--- config.mk ---
export PLATFORM = sky130hd
export DESIGN_NAME = cpu_mem_loader
export DESIGN_NICKNAME = d
export VERILOG_FILES = /design/src/rtl/cpu_mem_loader.sv
export SDC_FILE = /design/constraint.sdc
export NUM_CORES = 1
export LEC_CHECK = 0
export BUFFER_PORTS_ARGS = -buffer_cell sky130_fd_sc_hd__buf_2
export CORE_MARGIN = 2
export CORE_UTILIZATION = 30
export CTS_CLUSTER_DIAMETER = 60
export DETAILED_ROUTE_END_ITERATION = 16
export GPL_TIMING_DRIVEN = 0
export PLACE_DENSITY = 0.59
export SLEW_MARGIN = 10
export SYNTH_ARGS = -nofsm -noshare
export SYNTH_HDL_FRONTEND = slang
export SYNTH_SLANG_ARGS = --single-unit
--- constraint.sdc ---
create_clock -name clk -period 4.1 [get_ports clk]
set_clock_uncertainty 0.05 [all_clocks]
set_input_delay 0.82 -clock clk [delete_from_list [all_inputs] [get_ports clk]]
set_output_delay 0.82 -clock clk [all_outputs]
set_load 0.03 [all_outputs]
--- src/rtl/cpu_mem_loader.sv ---
// rtl/cpu_mem_loader.sv - boot loader and post-halt dmem readback engine for the cpu core
//
// Loads DMEM_WORDS words from the input stream into data memory (ext_2 port), then
// IMEM_WORDS words into instruction memory (ext port), then runs the cpu via enable.
// When the cpu halts, enable drops and the first DUMP_WORDS dmem words are read back
// and streamed out on the m_* handshake; done then stays high until the next start.
//
// Ports:
//   clk, arst_n                  clock, asynchronous active-low reset
//   start                        begin a (re)load; honoured only in IDLE or DONE
//   s_valid/s_ready/s_data       64-bit load stream, dmem words first, then imem words
//   halt                         cpu reached STOP; honoured only in RUN
//   addr_ext/wen_ext/ren_ext/wdata_ext               imem port (write-only)
//   addr_ext_2/wen_ext_2/ren_ext_2/wdata_ext_2       dmem port (writes, then dump reads)
//   rdata_ext_2                  dmem read data, valid the cycle after ren_ext_2
//   enable                       cpu run enable
//   m_valid/m_ready/m_data       dump stream
//   done                         dump complete
module cpu_mem_loader #(
    parameter int IMEM_WORDS = 512,
    parameter int DMEM_WORDS = 1024,
    parameter int DUMP_WORDS = 47
) (
    input  logic        clk,
    input  logic        arst_n,
    input  logic        start,
    input  logic        s_valid,
    output logic        s_ready,
    input  logic [63:0] s_data,
    input  logic        halt,
    output logic [63:0] addr_ext,
    output logic        wen_ext,
    output logic        ren_ext,
    output logic [63:0] wdata_ext,
    output logic [63:0] addr_ext_2,
    output logic        wen_ext_2,
    output logic        ren_ext_2,
    output logic [63:0] wdata_ext_2,
    input  logic [63:0] rdata_ext_2,
    output logic        enable,
    output logic        m_valid,
    input  logic        m_ready,
    output logic [63:0] m_data,
    output logic        done
);

    // One load index serves both phases, so it is sized for the larger memory.
    localparam int MAX_WORDS = (DMEM_WORDS > IMEM_WORDS) ? DMEM_WORDS : IMEM_WORDS;
    localparam int IDX_W     = (MAX_WORDS > 1) ? $clog2(MAX_WORDS) : 1;
    localparam int J_W       = (DUMP_WORDS > 1) ? $clog2(DUMP_WORDS) : 1;

    localparam logic [IDX_W-1:0] D_LAST = IDX_W'(DMEM_WORDS - 1);
    localparam logic [IDX_W-1:0] I_LAST = IDX_W'(IMEM_WORDS - 1);
    localparam logic [J_W-1:0]   J_LAST = J_W'(DUMP_WORDS - 1);

    typedef enum logic [3:0] {
        IDLE,
        LOAD_D,
        LOAD_I,
        GAP,
        RUN,
        DUMP_RD,
        DUMP_WAIT,
        DUMP_OUT,
        DONE
    } state_t;

    state_t             state_q;
    logic [IDX_W-1:0]   idx_q;
    logic [J_W-1:0]     j_q;
    logic [63:0]        addr_ext_q;
    logic               wen_ext_q;
    logic [63:0]        wdata_ext_q;
    logic [63:0]        addr_ext_2_q;
    logic               wen_ext_2_q;
    logic               ren_ext_2_q;
    logic [63:0]        wdata_ext_2_q;
    logic               enable_q;
    logic               m_valid_q;
    logic [63:0]        m_data_q;
    logic               done_q;

    // Word index to 64-bit byte address; upper bits are always zero.
    function automatic logic [63:0] byte_addr(input logic [IDX_W-1:0] i);
        return {{(61 - IDX_W){1'b0}}, i, 3'b000};
    endfunction

    always_ff @(posedge clk or negedge arst_n) begin
        if (!arst_n) begin
            state_q       <= IDLE;
            idx_q         <= '0;
            j_q           <= '0;
            addr_ext_q    <= '0;
            wen_ext_q     <= 1'b0;
            wdata_ext_q   <= '0;
            addr_ext_2_q  <= '0;
            wen_ext_2_q   <= 1'b0;
            ren_ext_2_q   <= 1'b0;
            wdata_ext_2_q <= '0;
            enable_q      <= 1'b0;
            m_valid_q     <= 1'b0;
            m_data_q      <= '0;
            done_q        <= 1'b0;
        end else begin
            // Strobes are single-cycle pulses unless re-armed below.
            wen_ext_q   <= 1'b0;
            wen_ext_2_q <= 1'b0;
            ren_ext_2_q <= 1'b0;

            case (state_q)
                IDLE, DONE: begin
                    if (start) begin
                        state_q <= LOAD_D;
                        idx_q   <= '0;
                        j_q     <= '0;
                        done_q  <= 1'b0;
                    end
                end

                LOAD_D: begin
                    if (s_valid) begin
                        wen_ext_2_q   <= 1'b1;
                        addr_ext_2_q  <= byte_addr(idx_q);
                        wdata_ext_2_q <= s_data;
                        if (idx_q == D_LAST) begin
                            state_q <= LOAD_I;
                            idx_q   <= '0;
                        end else begin
                            idx_q <= idx_q + 1'b1;
                        end
                    end
                end

                LOAD_I: begin
                    if (s_valid) begin
                        wen_ext_q   <= 1'b1;
                        addr_ext_q  <= byte_addr(idx_q);
                        wdata_ext_q <= s_data;
                        if (idx_q == I_LAST) begin
                            state_q <= GAP;
                            idx_q   <= '0;
                        end else begin
                            idx_q <= idx_q + 1'b1;
                        end
                    end
                end

                // The final imem write pulse lands here, before the cpu is enabled.
                GAP: begin
                    state_q  <= RUN;
                    enable_q <= 1'b1;
                end

                RUN: begin
                    if (halt) begin
                        state_q      <= DUMP_RD;
                        enable_q     <= 1'b0;
                        ren_ext_2_q  <= 1'b1;
                        addr_ext_2_q <= byte_addr(IDX_W'(j_q));
                    end
                end

                DUMP_RD: begin
                    state_q <= DUMP_WAIT;
                end

                DUMP_WAIT: begin
                    m_data_q  <= rdata_ext_2;
                    m_valid_q <= 1'b1;
                    state_q   <= DUMP_OUT;
                end

                DUMP_OUT: begin
                    if (m_ready) begin
                        m_valid_q <= 1'b0;
                        if (j_q == J_LAST) begin
                            state_q <= DONE;
                            done_q  <= 1'b1;
                        end else begin
                            j_q          <= j_q + 1'b1;
                            state_q      <= DUMP_RD;
                            ren_ext_2_q  <= 1'b1;
                            addr_ext_2_q <= byte_addr(IDX_W'(j_q + 1'b1));
                        end
                    end
                end

                default: state_q <= IDLE;
            endcase
        end
    end

    // Ready is a pure state decode so upstream sees no combinational path from s_valid.
    assign s_ready     = (state_q == LOAD_D) || (state_q == LOAD_I);
    assign ren_ext     = 1'b0;
    assign addr_ext    = addr_ext_q;
    assign wen_ext     = wen_ext_q;
    assign wdata_ext   = wdata_ext_q;
    assign addr_ext_2  = addr_ext_2_q;
    assign wen_ext_2   = wen_ext_2_q;
    assign ren_ext_2   = ren_ext_2_q;
    assign wdata_ext_2 = wdata_ext_2_q;
    assign enable      = enable_q;
    assign m_valid     = m_valid_q;
    assign m_data      = m_data_q;
    assign done        = done_q;

endmodule
==> results by group <==
CTS
  – TritonCTS clock tree: built
  – Cts repair resizes: 0
  – CTS Root Cell: clkbuf_16
  – CTS clk-pin slew, worst paths: about 0.060 ns
  – Clock tree buffer depth: 3
  – Clk_lat worst skew: about 0.55 ns
  – Clock Sinks: between 200 and 250
  – CTS H-tree depth: 1
  – Hold Buf Count CTS: 0
  – Setup Fix Bufs, Post-CTS: 0
  – Total CTS buffers: 30

Critical path
  – Instance count on the critical path: 5
  – Required time of the critical path: approximately 3.2 ns
  – Critical-path top delay cell: dfrtp_1
  – Buf/Inv on CP: 3
  – WP data arrival: about 1.9 ns
  – CP top delay family: buffers and inverters
  – Slowest stage delay, CP: approximately 0.36 ns
  – Max FO, Critical Path: 10
  – Cells on worst reg2reg path: 6
  – Critical path launch point type: register
  – Kind of critical path: reg -> out
  – Cell breakdown of the critical path: buf_4 -> xor2_2 -> nand2_1 -> inv_1 -> buf_2
  – Crit. End Element: output port

Logic synthesis
  – Post-synth cell types: 56
  – EDFF count, synth: 0
  – Yosys warning total: 0
  – Top post-synthesis cells by area: dfrtp_1, mux2_2, nand2_1, buf_4, o21ai_0
  – Top FF cell, synth: dfrtp_1
  – #FFs+latches synth: roughly 240
  – Syn Area/Cell: 11.4 um^2
  – Yosys top cell area share: 0.576
  – Cell taking the most area after synthesis: dfrtp_1
  – Syn Inst Count: 909
  – Post-synthesis sequential area ratio: 0.576
  – FFs w/ async S/R, synth: 1.00
  – Synthesized area: approximately 10,000 um^2

Finish
  – Commonest cells after routing, fill and taps aside: buf_2, nand2_1, dfrtp_1, mux2_2, buf_4
  – Commonest non-fill, non-tap cell in the layout: buf_2
  – Fillers: roughly 3,300
  – # nets final: between 1,500 and 2,000
  – Fraction of layout cells with a size suffix above 1: 0.474
  – Antenna Cells: 0
  – Final Instance Area: around 14,000 um^2
  – Finished Layout Cells: 1,874
  – Multi-input logic area: approximately 3700 um^2
  – Final Util: 0.420
  – Layout area overhead: 36.9%
  – Register area: between 5000 and 6000 um^2

Power
  – Pwr/cell area: between 800 and 900 nW/um^2
  – Leakage: about 0.0075 uW
  – Pwr Total: approximately 12,000 uW
  – Worst VDD drop: 0.000500 V

Placement
  – Detailed Place HPWL: roughly 23,000 um
  – Final GP Congestion: 0.800
  – Port bufs: around 350
  – Area after DPL: about 13,000 um^2
  – Placement Setup Slack: 1.25 ns
  – Placed cell count: about 1,800

Floorplanning
  – I/O pins: around 460
  – Core area: about 34,000 um^2
  – Std-Cell Rows: 67
  – Starting density of the core: 0.307
  – Die width: between 150 and 200 um
  – DIE AREA: between 30,000 and 40,000 um^2
  – Die height: 190 um

STA
  – Slew HR: 0.593
  – Post-route clock period utilization: 0.664
  – RSZ-0062 raised after global routing: false
  – Final hold violations: 0
  – Slew Limit Fails: 0
  – Slew @ Worst Pin: 0.610 ns
  – Tmin final: roughly 2.7 ns
  – Final setup margin: 1.38 ns
  – Final setup viols: 0
  – F_max: 0.367 GHz

GRT
  – All-Layer GR Usage: 0.163
  – Vias in the first global route: around 8,000
  – Largest net degree at the start of global routing: between 100 and 150
  – Grt total ovfl: 0
  – First-pass GRT wire length: between 40,000 and 50,000 um
  – Initial antenna violation count: 0

Route
  – Detailed router's first-iteration violation count: 248
  – WL final: roughly 30,000 um
  – WL per Instance: between 15 and 20 um
  – Routed vias/inst: approximately 4.3
  – DR pass1 iterations: 5
  – Vias: 7,988
  – DRC viols: 0
  – Routed Antenna Nets: 0

Flow run
  – Max cap viols: 0

Status
  – Status: finished, final reports clean

Worst hold path
  – Hold crit path type: in -> async
-- state kept, by name, indices dropped and copies added, names as in the netlist --
| signal | count |
|---|---|
| addr_ext | 10 |
| addr_ext_2 | 10 |
| done | 1 |
| enable | 1 |
| idx_q | 10 |
| j_q | 6 |
| m_data | 64 |
| m_valid | 1 |
| ren_ext_2 | 1 |
| state_q | 4 |
| wdata_ext | 64 |
| wdata_ext_2 | 64 |
| wen_ext | 1 |
| wen_ext_2 | 1 |
-- layer usage --
layer,vias to the layer above,part of all wire,track usage
met4,0,0.015,0.0334
met1,3789,0.40,0.196
met2,340,0.49,0.287
met3,39,0.093,0.0515
li1,3820,-,-
met5,-,0,0
-- Yosys cell counts, types with 7 or more instances --
cell type / number
inv_1: 11
buf_2: 11
buf_4: 117
nand3_1: 13
dfrtp_1: 238
a21oi_1: 14
nand2_1: 238
nor2_1: 8
mux2_2: 128
clkbuf_1: 18
o31ai_1: 7
o21ai_0: 30
-- metrics by stage --
stage,TNS (ns),hold slack [ns]
finish,0,0.0862
floorplan,0,0.437
global placement,-539.51,0.404
CTS,0,0.0648
detailed placement,0,0.407
global route,0,0.0819
-- layout make-up --
class / count / share of cell area
Timing Repair Buffer: 354 / 0.129
Tap cell: 448 / 0.0396
Multi-Input combinational cell: 617 / 0.262
Inverter: 12 / 0.00318
Buffer: 150 / 0.0735
Clock inverter: 11 / 0.00867
Sequential cell: 238 / 0.421
Clock buffer: 44 / 0.0632
-- logic make-up after synthesis --
logic type	count (synthesis)	share of synthesized area
AO/OA/AOI/OAI	80	0.0500
XOR/XNOR	1	0.00157
adder cells (fa/ha/maj)	3	0.00363
buffers and inverters	162	0.105
flip-flops	238	0.576
multiplexers	128	0.139
other	1	0.000363
AND/OR/NAND/NOR	296	0.124
-- worst reg2reg max path: stages (launching register included) --
cell,delay (ns)
dfrtp_1,0.41
nor2_2,0.31
nand3_1,0.45
inv_2,0.41
clkbuf_1,0.52
nand2_1,0.18
nand2_1,0.09
-- where the power goes --
group / internal, uW / switching, uW / total (uW)
Clock: 1640 / 1020 / 2660
Sequential: 3410 / 577 / 3980
Combinational: 1830 / 3850 / 5680
-- worst paths after layout --
| check | to | slack (ns) | start |
|---|---|---|---|
| max in group asynchronous | wdata_ext[52] | 3.05 | arst_n |
| max | s_ready | 1.38 | state_q[1] |
| min reg2reg | wdata_ext[51] | 0.42 | wdata_ext[51] |
| min in group clk | wdata_ext[51] | 0.42 | wdata_ext[51] |
| min | wdata_ext[21] | 0.09 | arst_n |
| max reg2reg | wdata_ext[8] | 1.62 | state_q[3] |
(Power assumes the default switching activity.)
